**config.mk**
```make
export PLATFORM = sky130hd
export DESIGN_NAME = adder_share_ctrl_flat
export DESIGN_NICKNAME = d
export VERILOG_FILES = /design/src/rtl/adder_share_ctrl_pkg.sv /design/src/rtl/adder_share_ctrl_if.sv /design/src/rtl/adder_share_ctrl_slice.sv /design/src/rtl/adder_share_ctrl.sv /design/src/flat_wrapper.sv
export SDC_FILE = /design/constraint.sdc
export NUM_CORES = 1
export LEC_CHECK = 0
export CORE_UTILIZATION = 37
export CTS_BUF_LIST = sky130_fd_sc_hd__clkbuf_4 sky130_fd_sc_hd__clkbuf_8
export CTS_CLUSTER_DIAMETER = 200
export DETAILED_ROUTE_END_ITERATION = 7
export PLACE_DENSITY_LB_ADDON = 0.25
export SLEW_MARGIN = 20
export SYNTH_ARGS = -nofsm -noshare
export SYNTH_HDL_FRONTEND = slang
export SYNTH_SLANG_ARGS = --single-unit
```
**constraint.sdc**
```tcl
create_clock -name clk -period 4 [get_ports clk]
set_input_delay 0.4 -clock clk [delete_from_list [all_inputs] [get_ports clk]]
set_output_delay 0.4 -clock clk [all_outputs]
set_load 0.005 [all_outputs]
```
**src/rtl/adder_share_ctrl_pkg.sv**
```systemverilog
// adder_pkg: shared types and constants for the shared nibble adder.
//   state_t  - controller states (IDLE, ADD, RESP)
//   SLICE_W  - width of the shared ripple-carry slice
//   nibbles  - number of slice passes needed for a given operand width
package adder_pkg;
  typedef enum logic [1:0] {IDLE, ADD, RESP} state_t;

  localparam int SLICE_W = 4;

  function automatic int nibbles(input int width);
    return width / SLICE_W;
  endfunction
endpackage

```
**src/rtl/adder_share_ctrl_if.sv**
```systemverilog
// adder_share_ctrl_if: request/response bundle for adder_share_ctrl.
//   req0_*/req1_* : two valid/ready operand channels (a, b are WIDTH bits)
//   resp_*        : valid/ready result channel; resp_sum is WIDTH+1 bits,
//                   resp_id names the requester that owns the result
//   master        : producer/consumer side
//   slave         : the adder controller
interface adder_share_ctrl_if #(parameter int WIDTH = 16);
  logic             req0_valid, req0_ready;
  logic [WIDTH-1:0] req0_a, req0_b;
  logic             req1_valid, req1_ready;
  logic [WIDTH-1:0] req1_a, req1_b;
  logic             resp_valid, resp_ready, resp_id;
  logic [WIDTH:0]   resp_sum;

  modport master (
    output req0_valid, req0_a, req0_b, req1_valid, req1_a, req1_b, resp_ready,
    input  req0_ready, req1_ready, resp_valid, resp_id, resp_sum
  );

  modport slave (
    input  req0_valid, req0_a, req0_b, req1_valid, req1_a, req1_b, resp_ready,
    output req0_ready, req1_ready, resp_valid, resp_id, resp_sum
  );
endinterface

```
**src/rtl/adder_share_ctrl_slice.sv**
```systemverilog
// add_slice4: combinational 4-bit ripple-carry adder slice.
//   a, b : nibble operands
//   cin  : carry in
//   sum  : nibble result
//   cout : carry out of the top bit
module add_slice4
  import adder_pkg::*;
(
  input  logic [SLICE_W-1:0] a,
  input  logic [SLICE_W-1:0] b,
  input  logic               cin,
  output logic [SLICE_W-1:0] sum,
  output logic               cout
);
  logic [SLICE_W:0] c;

  assign c[0] = cin;

  for (genvar i = 0; i < SLICE_W; i++) begin : g_bit
    assign sum[i]   = a[i] ^ b[i] ^ c[i];
    assign c[i+1]   = (a[i] & b[i]) | (c[i] & (a[i] ^ b[i]));
  end

  assign cout = c[SLICE_W];
endmodule

```
**src/rtl/adder_share_ctrl.sv**
```systemverilog
// adder_share_ctrl: two requesters share one 4-bit slice via round-robin.
// A granted add runs one nibble per clock, LS nibble first, then holds the
// WIDTH+1-bit result on the response channel until the consumer takes it.
//   clk   : rising-edge clock
//   rst_n : asynchronous active-low reset
//   bus   : adder_share_ctrl_if.slave (req0, req1, resp channels)
module adder_share_ctrl
  import adder_pkg::*;
#(
  parameter int WIDTH = 16
) (
  input  logic               clk,
  input  logic               rst_n,
  adder_share_ctrl_if.slave  bus
);
  localparam int NIBBLES = nibbles(WIDTH);
  localparam int CW      = (NIBBLES > 1) ? $clog2(NIBBLES) : 1;

  if (WIDTH < SLICE_W || (WIDTH % SLICE_W) != 0) begin : g_bad_width
    $error("adder_share_ctrl: WIDTH must be a positive multiple of 4");
  end

  state_t           state;
  logic             last_grant;
  logic [CW-1:0]    cnt;
  logic             carry;
  logic [WIDTH-1:0] a_r, b_r;
  logic             id_r;
  logic [WIDTH:0]   sum_r;
  logic             resp_valid_r;

  // Round-robin: a lone requester always wins; on a tie, whoever did not
  // win last time goes.
  logic g0, g1;
  assign g0 = bus.req0_valid && (!bus.req1_valid || last_grant);
  assign g1 = bus.req1_valid && (!bus.req0_valid || !last_grant);

  assign bus.req0_ready = (state == IDLE) && g0;
  assign bus.req1_ready = (state == IDLE) && g1;
  assign bus.resp_valid = resp_valid_r;
  assign bus.resp_id    = id_r;
  assign bus.resp_sum   = sum_r;

  // The single slice sees the nibble selected by the pass counter.
  logic [SLICE_W-1:0] s_a, s_b, s_sum;
  logic               s_cout;
  assign s_a = a_r[int'(cnt)*SLICE_W +: SLICE_W];
  assign s_b = b_r[int'(cnt)*SLICE_W +: SLICE_W];

  add_slice4 u_slice (
    .a    (s_a),
    .b    (s_b),
    .cin  (carry),
    .sum  (s_sum),
    .cout (s_cout)
  );

  always_ff @(posedge clk or negedge rst_n) begin
    if (!rst_n) begin
      state        <= IDLE;
      last_grant   <= 1'b1;
      cnt          <= '0;
      carry        <= 1'b0;
      a_r          <= '0;
      b_r          <= '0;
      id_r         <= 1'b0;
      sum_r        <= '0;
      resp_valid_r <= 1'b0;
    end else begin
      case (state)
        IDLE: begin
          if (g0 || g1) begin
            a_r        <= g1 ? bus.req1_a : bus.req0_a;
            b_r        <= g1 ? bus.req1_b : bus.req0_b;
            id_r       <= g1;
            last_grant <= g1;
            carry      <= 1'b0;
            cnt        <= '0;
            sum_r      <= '0;
            state      <= ADD;
          end
        end
        ADD: begin
          sum_r[int'(cnt)*SLICE_W +: SLICE_W] <= s_sum;
          carry <= s_cout;
          cnt   <= cnt + 1'b1;
          if (cnt == CW'(NIBBLES - 1)) begin
            sum_r[WIDTH] <= s_cout;
            cnt          <= '0;
            resp_valid_r <= 1'b1;
            state        <= RESP;
          end
        end
        RESP: begin
          if (bus.resp_ready) begin
            resp_valid_r <= 1'b0;
            state        <= IDLE;
          end
        end
        default: state <= IDLE;
      endcase
    end
  end
endmodule

```
**src/flat_wrapper.sv**
```systemverilog
// flat-port wrapper written by rule: the top's interface ports become plain ports
module adder_share_ctrl_flat import adder_pkg::*;
#(
  parameter int WIDTH = 16
)
  (clk, rst_n, bus_req0_valid, bus_req0_a, bus_req0_b, bus_req1_valid, bus_req1_a, bus_req1_b, bus_resp_ready, bus_req0_ready, bus_req1_ready, bus_resp_valid, bus_resp_id, bus_resp_sum);
  adder_share_ctrl_if #(.WIDTH(WIDTH)) bus_i ();
  input  logic clk;
  input  logic rst_n;
  input wire logic [$bits(bus_i.req0_valid)-1:0] bus_req0_valid;
  input wire logic [$bits(bus_i.req0_a)-1:0] bus_req0_a;
  input wire logic [$bits(bus_i.req0_b)-1:0] bus_req0_b;
  input wire logic [$bits(bus_i.req1_valid)-1:0] bus_req1_valid;
  input wire logic [$bits(bus_i.req1_a)-1:0] bus_req1_a;
  input wire logic [$bits(bus_i.req1_b)-1:0] bus_req1_b;
  input wire logic [$bits(bus_i.resp_ready)-1:0] bus_resp_ready;
  output wire logic [$bits(bus_i.req0_ready)-1:0] bus_req0_ready;
  output wire logic [$bits(bus_i.req1_ready)-1:0] bus_req1_ready;
  output wire logic [$bits(bus_i.resp_valid)-1:0] bus_resp_valid;
  output wire logic [$bits(bus_i.resp_id)-1:0] bus_resp_id;
  output wire logic [$bits(bus_i.resp_sum)-1:0] bus_resp_sum;
  assign bus_i.req0_valid = bus_req0_valid;
  assign bus_i.req0_a = bus_req0_a;
  assign bus_i.req0_b = bus_req0_b;
  assign bus_i.req1_valid = bus_req1_valid;
  assign bus_i.req1_a = bus_req1_a;
  assign bus_i.req1_b = bus_req1_b;
  assign bus_i.resp_ready = bus_resp_ready;
  assign bus_req0_ready = bus_i.req0_ready;
  assign bus_req1_ready = bus_i.req1_ready;
  assign bus_resp_valid = bus_i.resp_valid;
  assign bus_resp_id = bus_i.resp_id;
  assign bus_resp_sum = bus_i.resp_sum;
  adder_share_ctrl #(.WIDTH(WIDTH)) u_core (.clk(clk), .rst_n(rst_n), .bus(bus_i));
endmodule
```
==> impl_metrics.env, run 1 <==
export IMPL_grt_overflow_total=0
export IMPL_grt_usage_pct=15.35
export IMPL_ctsHoldBuffers=0
export IMPL_finalMaxSlewViolations=0
export IMPL_clock_path_buffers=2
export IMPL_syn_to_final_growth_pct=34.53
export IMPL_synth_top_area_share_pct=42.88
export IMPL_htreeDepth=3
export IMPL_postCtsSetupBuffers=0
export IMPL_die_w_um=95.98
export IMPL_rrSetupSlack_ns=1.12
export IMPL_final_cell_mix="clkdlybuf4s50_1, dfrtp_1, mux2_4, inv_1, o22ai_1"
export IMPL_timing_final_crit_share_pct=71.92
export IMPL_boundaryPins=90
export IMPL_drcViolationCount=0
export IMPL_tns_ns=0
export IMPL_cellPowerDensity_nw_per_um2=741.8
export IMPL_worst_path_max_fanout=9
export IMPL_vias=2164
export IMPL_dp_hpwl_um=4775
export IMPL_hold_class="in2async"
export IMPL_cts_tree="built"
export IMPL_worst_slew_pin_slew_ns=1.033
export IMPL_rsz0062_at_grt="no"
export IMPL_p_leak_nw=1.928
export IMPL_wl_per_cell_um=14.14
export IMPL_cts_root_buf="clkbuf_8"
export IMPL_clock_latency_ns=0.33
export IMPL_fmax_ghz=0.3476
export IMPL_ys_top_cells_by_area="dfrtp_1, mux2_4, mux4_2"
export IMPL_grt_max_degree=58
export IMPL_cts_resized=0
export IMPL_netlist_instances=244
export IMPL_cts_sinks=57
export IMPL_ys_seq_area_share_pct=43.68
export IMPL_fp_coreArea_um2=8382
export IMPL_drt_iter0_drc=53
export IMPL_yosysTopAreaCell="dfrtp_1"
export IMPL_vias_per_cell=4.874
export IMPL_avgSynthCellArea_um2=13.39
export IMPL_ir_drop_v=0.0002482
export IMPL_fin_nets=411
export IMPL_num_rows=33
export IMPL_synth_seq_cells=57
export IMPL_clk_pin_slew_ns=0.06
export IMPL_hold_ws_ns=0.1866
export IMPL_dr_pass1_iters=4
export IMPL_synth_warning_count=0
export IMPL_final_hold_violation_count=0
export IMPL_syn_nets=321
export IMPL_syn_cell_area_um2=3268
export IMPL_cp_end_kind="flop"
export IMPL_die_h_um=95.98
export IMPL_final_common_cell="clkdlybuf4s50_1"
export IMPL_wl_um=6277
export IMPL_setup_violations=0
export IMPL_arrival_ns=3.07
export IMPL_grt_pass1_wl_um=10560
export IMPL_synth_cell_types=41
export IMPL_final_layout_size_suffix_gt1_share_pct=29.20
export IMPL_initial_core_util_pct=38.99
export IMPL_die_area_um2=9212
export IMPL_timing_final_crit_period_ns=2.877
export IMPL_cts_buffers=9
export IMPL_antenna_found_initial=0
export IMPL_antenna_left=0
export IMPL_port_buffers=89
export IMPL_worstSetupStartpointType="flop"
export IMPL_clock_skew_ns=0.008008
export IMPL_diodes=0
export IMPL_critPathKind="reg2reg"
export IMPL_slew_headroom_pct=31.12
export IMPL_required_ns=4.19
export IMPL_outcome="finished clean"
export IMPL_grt_pass1_vias=2187
export IMPL_maxCapViolCount=0
export IMPL_gp_congestion=0.7710
-- per-stage QoR --
| step | worst slack [ns] | total power [mW] | instance area, µm² | utilization (%) | cells |
|---|---|---|---|---|---|
| 5_1_grt | 0.9199 | 3.526 | 4397 | 52.46 | 444 |
| 6_report | 1.123 | 3.262 | 4397 | 52.46 | 444 |
| 2_1_floorplan | 1.133 | 2.292 | 3268 | - | 244 |
| 3_5_place_dp | 1.110 | 2.802 | 4215 | 50.29 | 428 |
| 4_1_cts | 1.100 | 3.295 | 4397 | 52.46 | 444 |
| 3_3_place_gp | 1.175 | 2.772 | 4215 | 50.29 | 428 |
-- final cells by class --
type / instances / area (µm²)
multi-input cells: 143 / 1632
clock buffers: 13 / 166.4
fillers: 753 / 3985
repair buffers: 92 / 908.4
inverters: 31 / 116.4
clock inverters: 3 / 15.01
well taps: 105 / 131.4
flip-flops and latches: 57 / 1428
-- registers in the layout, summed over array words and instances, names as in the netlist --
name and count:
u_core.bus.resp_sum 17, u_core.a_r 16, u_core.last_grant 1, u_core.cnt 2, u_core.bus.resp_id 1, u_core.b_r 16, u_core.carry 1, u_core.bus.resp_valid 1
u_core.state 2
-- final timing paths --
| path | from | cells after the start | endpoint |
|---|---|---|---|
| min reg2reg | u_core.a_r[8] | 1 | u_core.a_r[8] |
| min | rst_n | 2 | u_core.bus.resp_sum[13] |
| max reg2reg | u_core.cnt[0] | 9 | u_core.bus.resp_sum[7] |
| max | u_core.cnt[0] | 9 | u_core.bus.resp_sum[7] |
| max in group asynchronous | rst_n | 2 | u_core.a_r[4] |
| min in group clk | u_core.a_r[8] | 1 | u_core.a_r[8] |
-- cell usage after synthesis --
cell       instances
o211a_1            1
nand3_1            1
o31ai_1            2
a21boi_4           1
mux2_2            13
and2b_1            1
buf_2              3
a22o_1             1
clkbuf_1           2
dfrtp_1           56
inv_1             31
buf_4              3
nand2_1            7
mux4_2             8
nand3b_1           1
nor2_2             1
nor2_1             4
nor3_1             4
a21oi_1            2
o21bai_1           1
dfstp_2            1
a21o_1             1
or2_2              1
o32a_1             1
mux2_4            51
and2_1             1
a211oi_1           1
buf_1              1
and3b_2            1
o2bb2ai_1          1
ha_1               4
or3b_1             1
o22ai_1           17
fa_1               4
a311oi_1           1
nor2b_1            5
nor3b_2            1
o21a_1             1
buf_6              4
nand2b_1           1
nand4_1            2
-- critical path, stage by stage, from the launching register on --
cell and delay (ns):
dfrtp_1 0.53, mux4_2 0.40, inv_1 0.05, fa_1 0.40, fa_1 0.37, inv_1 0.09, fa_1 0.16, inv_1 0.05
fa_1 0.57, o22ai_1 0.12
-- routing by layer --
| layer | vias up | track usage [%] | share of wire, % |
|---|---|---|---|
| li1 | 1042 | - | - |
| met1 | 1041 | 20.86 | 45 |
| met2 | 72 | 23.35 | 48 |
| met3 | 9 | 4.502 | 5.0 |
| met4 | 0 | 5.224 | 1.1 |
| met5 | - | 0 | 0 |
-- logic make-up after synthesis --
kind of cell    share of synthesized area [%]
compound gates                          6.930
fa+ha+maj                               3.982
buf+inv                                 6.431
flops                                   43.68
mux                                     33.42
simple gates                            5.552
-- where the power goes --
group          switching [mW]  total [mW]  leakage, nW  internal [mW]
registers               0.216        1.06        0.706          0.839
logic                   0.746        1.72         1.12          0.977
clock network           0.214       0.483        0.100          0.269
total                    1.18        3.26         1.93           2.09
Power figures use the tool's default switching activity.
==> run 2, diff against run 1 <==
Clock period 4 ns to 2.6 ns, I/O delays scaled along.
==> run 2 against run 1 <==
Worst setup slack worse by 1.1 ns. Clock skew fell by 0.0020 ns. Non-clock buffer count rose by 8. Clock power grew 72%. Flip-flop and latch count stayed put. Die area is the same. Critical endpoint unchanged.
==> impl_metrics.env, run 2 (synthesis gave the netlist of run 1 again) <==
export IMPL_outcome="finished clean"
export IMPL_die_h_um=95.98
export IMPL_final_hold_violation_count=0
export IMPL_ir_drop_v=0.0004983
export IMPL_routed_top_layer="met4"
export IMPL_syn_to_final_growth_pct=38.09
export IMPL_cts_sinks=57
export IMPL_required_ns=2.80
export IMPL_cellPowerDensity_nw_per_um2=1171
export IMPL_clock_latency_ns=0.34
export IMPL_dp_cells=435
export IMPL_initial_core_util_pct=38.99
export IMPL_rsz0062_at_grt="yes"
export IMPL_maxCapViolCount=0
export IMPL_cp_end_kind="flop"
export IMPL_port_buffers=89
export IMPL_multi_input_area_um2=1645
export IMPL_die_w_um=95.98
export IMPL_dp_hpwl_um=5064
export IMPL_worstSetupStartpointType="flop"
export IMPL_clock_path_buffers=2
export IMPL_setup_slack_ns=0.004851
export IMPL_cp_top_family="adder cells"
export IMPL_slowest_stage="fa_2"
export IMPL_met1_length_um=2858
export IMPL_gp_congestion=0.8370
export IMPL_stdcell_count=452
export IMPL_timing_final_crit_share_pct=99.81
export IMPL_final_common_cell="clkdlybuf4s50_1"
export IMPL_antenna_found_initial=0
export IMPL_filler_cell_count=730
export IMPL_final_cell_mix="clkdlybuf4s50_1, dfrtp_1, mux2_4, inv_1, o22ai_1"
export IMPL_grt_pass1_wl_um=10570
export IMPL_htreeDepth=3
export IMPL_grt_usage_pct=15.47
export IMPL_vias_per_cell=4.825
export IMPL_slew_headroom_pct=52.99
export IMPL_final_layout_size_suffix_gt1_share_pct=33.14
export IMPL_worst_slew_pin_slew_ns=0.6998
export IMPL_wl_um=6451
export IMPL_seqCellArea_um2=1429
export IMPL_fin_nets=419
export IMPL_num_rows=33
export IMPL_largest_reg_flops=17
export IMPL_critPathKind="reg2reg"
export IMPL_wl_met3_um=343
export IMPL_clock_skew_ns=0.006047
export IMPL_antenna_left=0
export IMPL_fp_coreArea_um2=8382
export IMPL_fmax_ghz=0.3853
export IMPL_finalMaxSlewViolations=0
export IMPL_path_buf_inv=3
export IMPL_clk_pin_slew_ns=0.06
export IMPL_hold_class="in2async"
export IMPL_vias=2181
export IMPL_boundaryPins=90
export IMPL_cts_tree="built"
export IMPL_wl_met2_um=3177
export IMPL_cp_slowest_stage_delay_ns=0.57
export IMPL_die_area_um2=9212
export IMPL_cts_root_buf="clkbuf_8"
export IMPL_diodes=0
export IMPL_wl_per_cell_um=14.27
export IMPL_p_leak_nw=1.975
export IMPL_fin_util_pct=53.84
export IMPL_grt_overflow_total=0
export IMPL_drt_iter0_drc=69
export IMPL_grt_pass1_vias=2200
export IMPL_drcViolationCount=0
export IMPL_timing_final_crit_period_ns=2.595
export IMPL_dp_slack_ns=-0.1158
export IMPL_arrival_ns=2.79
export IMPL_cts_buffers=9
export IMPL_crit_chain="mux4_2, inv_2, fa_2, fa_2, inv_2, fa_1, inv_2, fa_2, o22ai_1"
export IMPL_dr_pass1_iters=4
export IMPL_grt_max_degree=31
export IMPL_setup_violations=0
export IMPL_worst_path_max_fanout=4
run 2: cell count changes in the layout (fill, tap and decap cells not counted), sizes merged:
cell	change
bufinv	+1
clkinv	-1
dlygate4sd3	+1
buf	+7
run 2: repair_timing:
| item | in CTS | in global routing |
|---|---|---|
| hold buffers | 1 | 0 |
| resized for setup | 6 | 1 |
| pin swaps | 1 | 0 |
| setup endpoints to repair | 5 | 5 |
| setup buffers | 0 | 0 |
| hold endpoints to repair | 28 | 0 |
run 2: area by class of cell:
type	instances	area share [%]
clock buffers	13	3.549
inverters	31	2.578
repair buffers	100	21.96
multi-input cells	143	36.46
flip-flops and latches	57	31.66
clock inverters	3	0.8872
well taps	105	2.911
run 2: per-stage QoR:
stage / setup TNS, ns / hold WS [ns] / instance area, µm² / power (mW)
after floorplan: -0.4631 / -0.03559 / 3289 / 3.597
after global placement: -0.07391 / 0.3318 / 4285 / 4.364
after detailed placement: -0.3635 / 0.3259 / 4285 / 4.420
after CTS: -0.01395 / 0.5060 / 4507 / 5.309
after global routing: -0.3559 / 0.5241 / 4513 / 5.655
final: 0 / 0.4926 / 4513 / 5.284
run 2: metal layers:
layer / GRT usage [%] / vias up
li1: - / 1057
met1: 19.92 / 1037
met2: 25.12 / 79
met3: 3.239 / 8
met4: 6.716 / 0
met5: 0 / -
run 2: power breakdown:
part           switching (mW)  total, mW  internal [mW]
logic                    1.26       2.87           1.61
registers               0.286       1.58           1.29
clock network           0.336      0.833          0.498
run 2: final timing paths:
check	startpoint	to	slack [ns]	depth (start not counted)
min reg2reg	u_core.a_r[8]	u_core.a_r[8]	0.50	1
min	rst_n	u_core.a_r[4]	0.49	2
max reg2reg	u_core.cnt[0]	u_core.bus.resp_sum[7]	0.005	9
min in group clk	u_core.a_r[8]	u_core.a_r[8]	0.50	1
max in group asynchronous	rst_n	u_core.last_grant	1.31	3
max	u_core.cnt[0]	u_core.bus.resp_sum[7]	0.005	9
==> run 3, diff against run 2 <==
Settings changed: GPL_ROUTABILITY_DRIVEN set to 0.
==> results of run 3 <==
Final layout, timing and power as in run 2 (identical DEF).
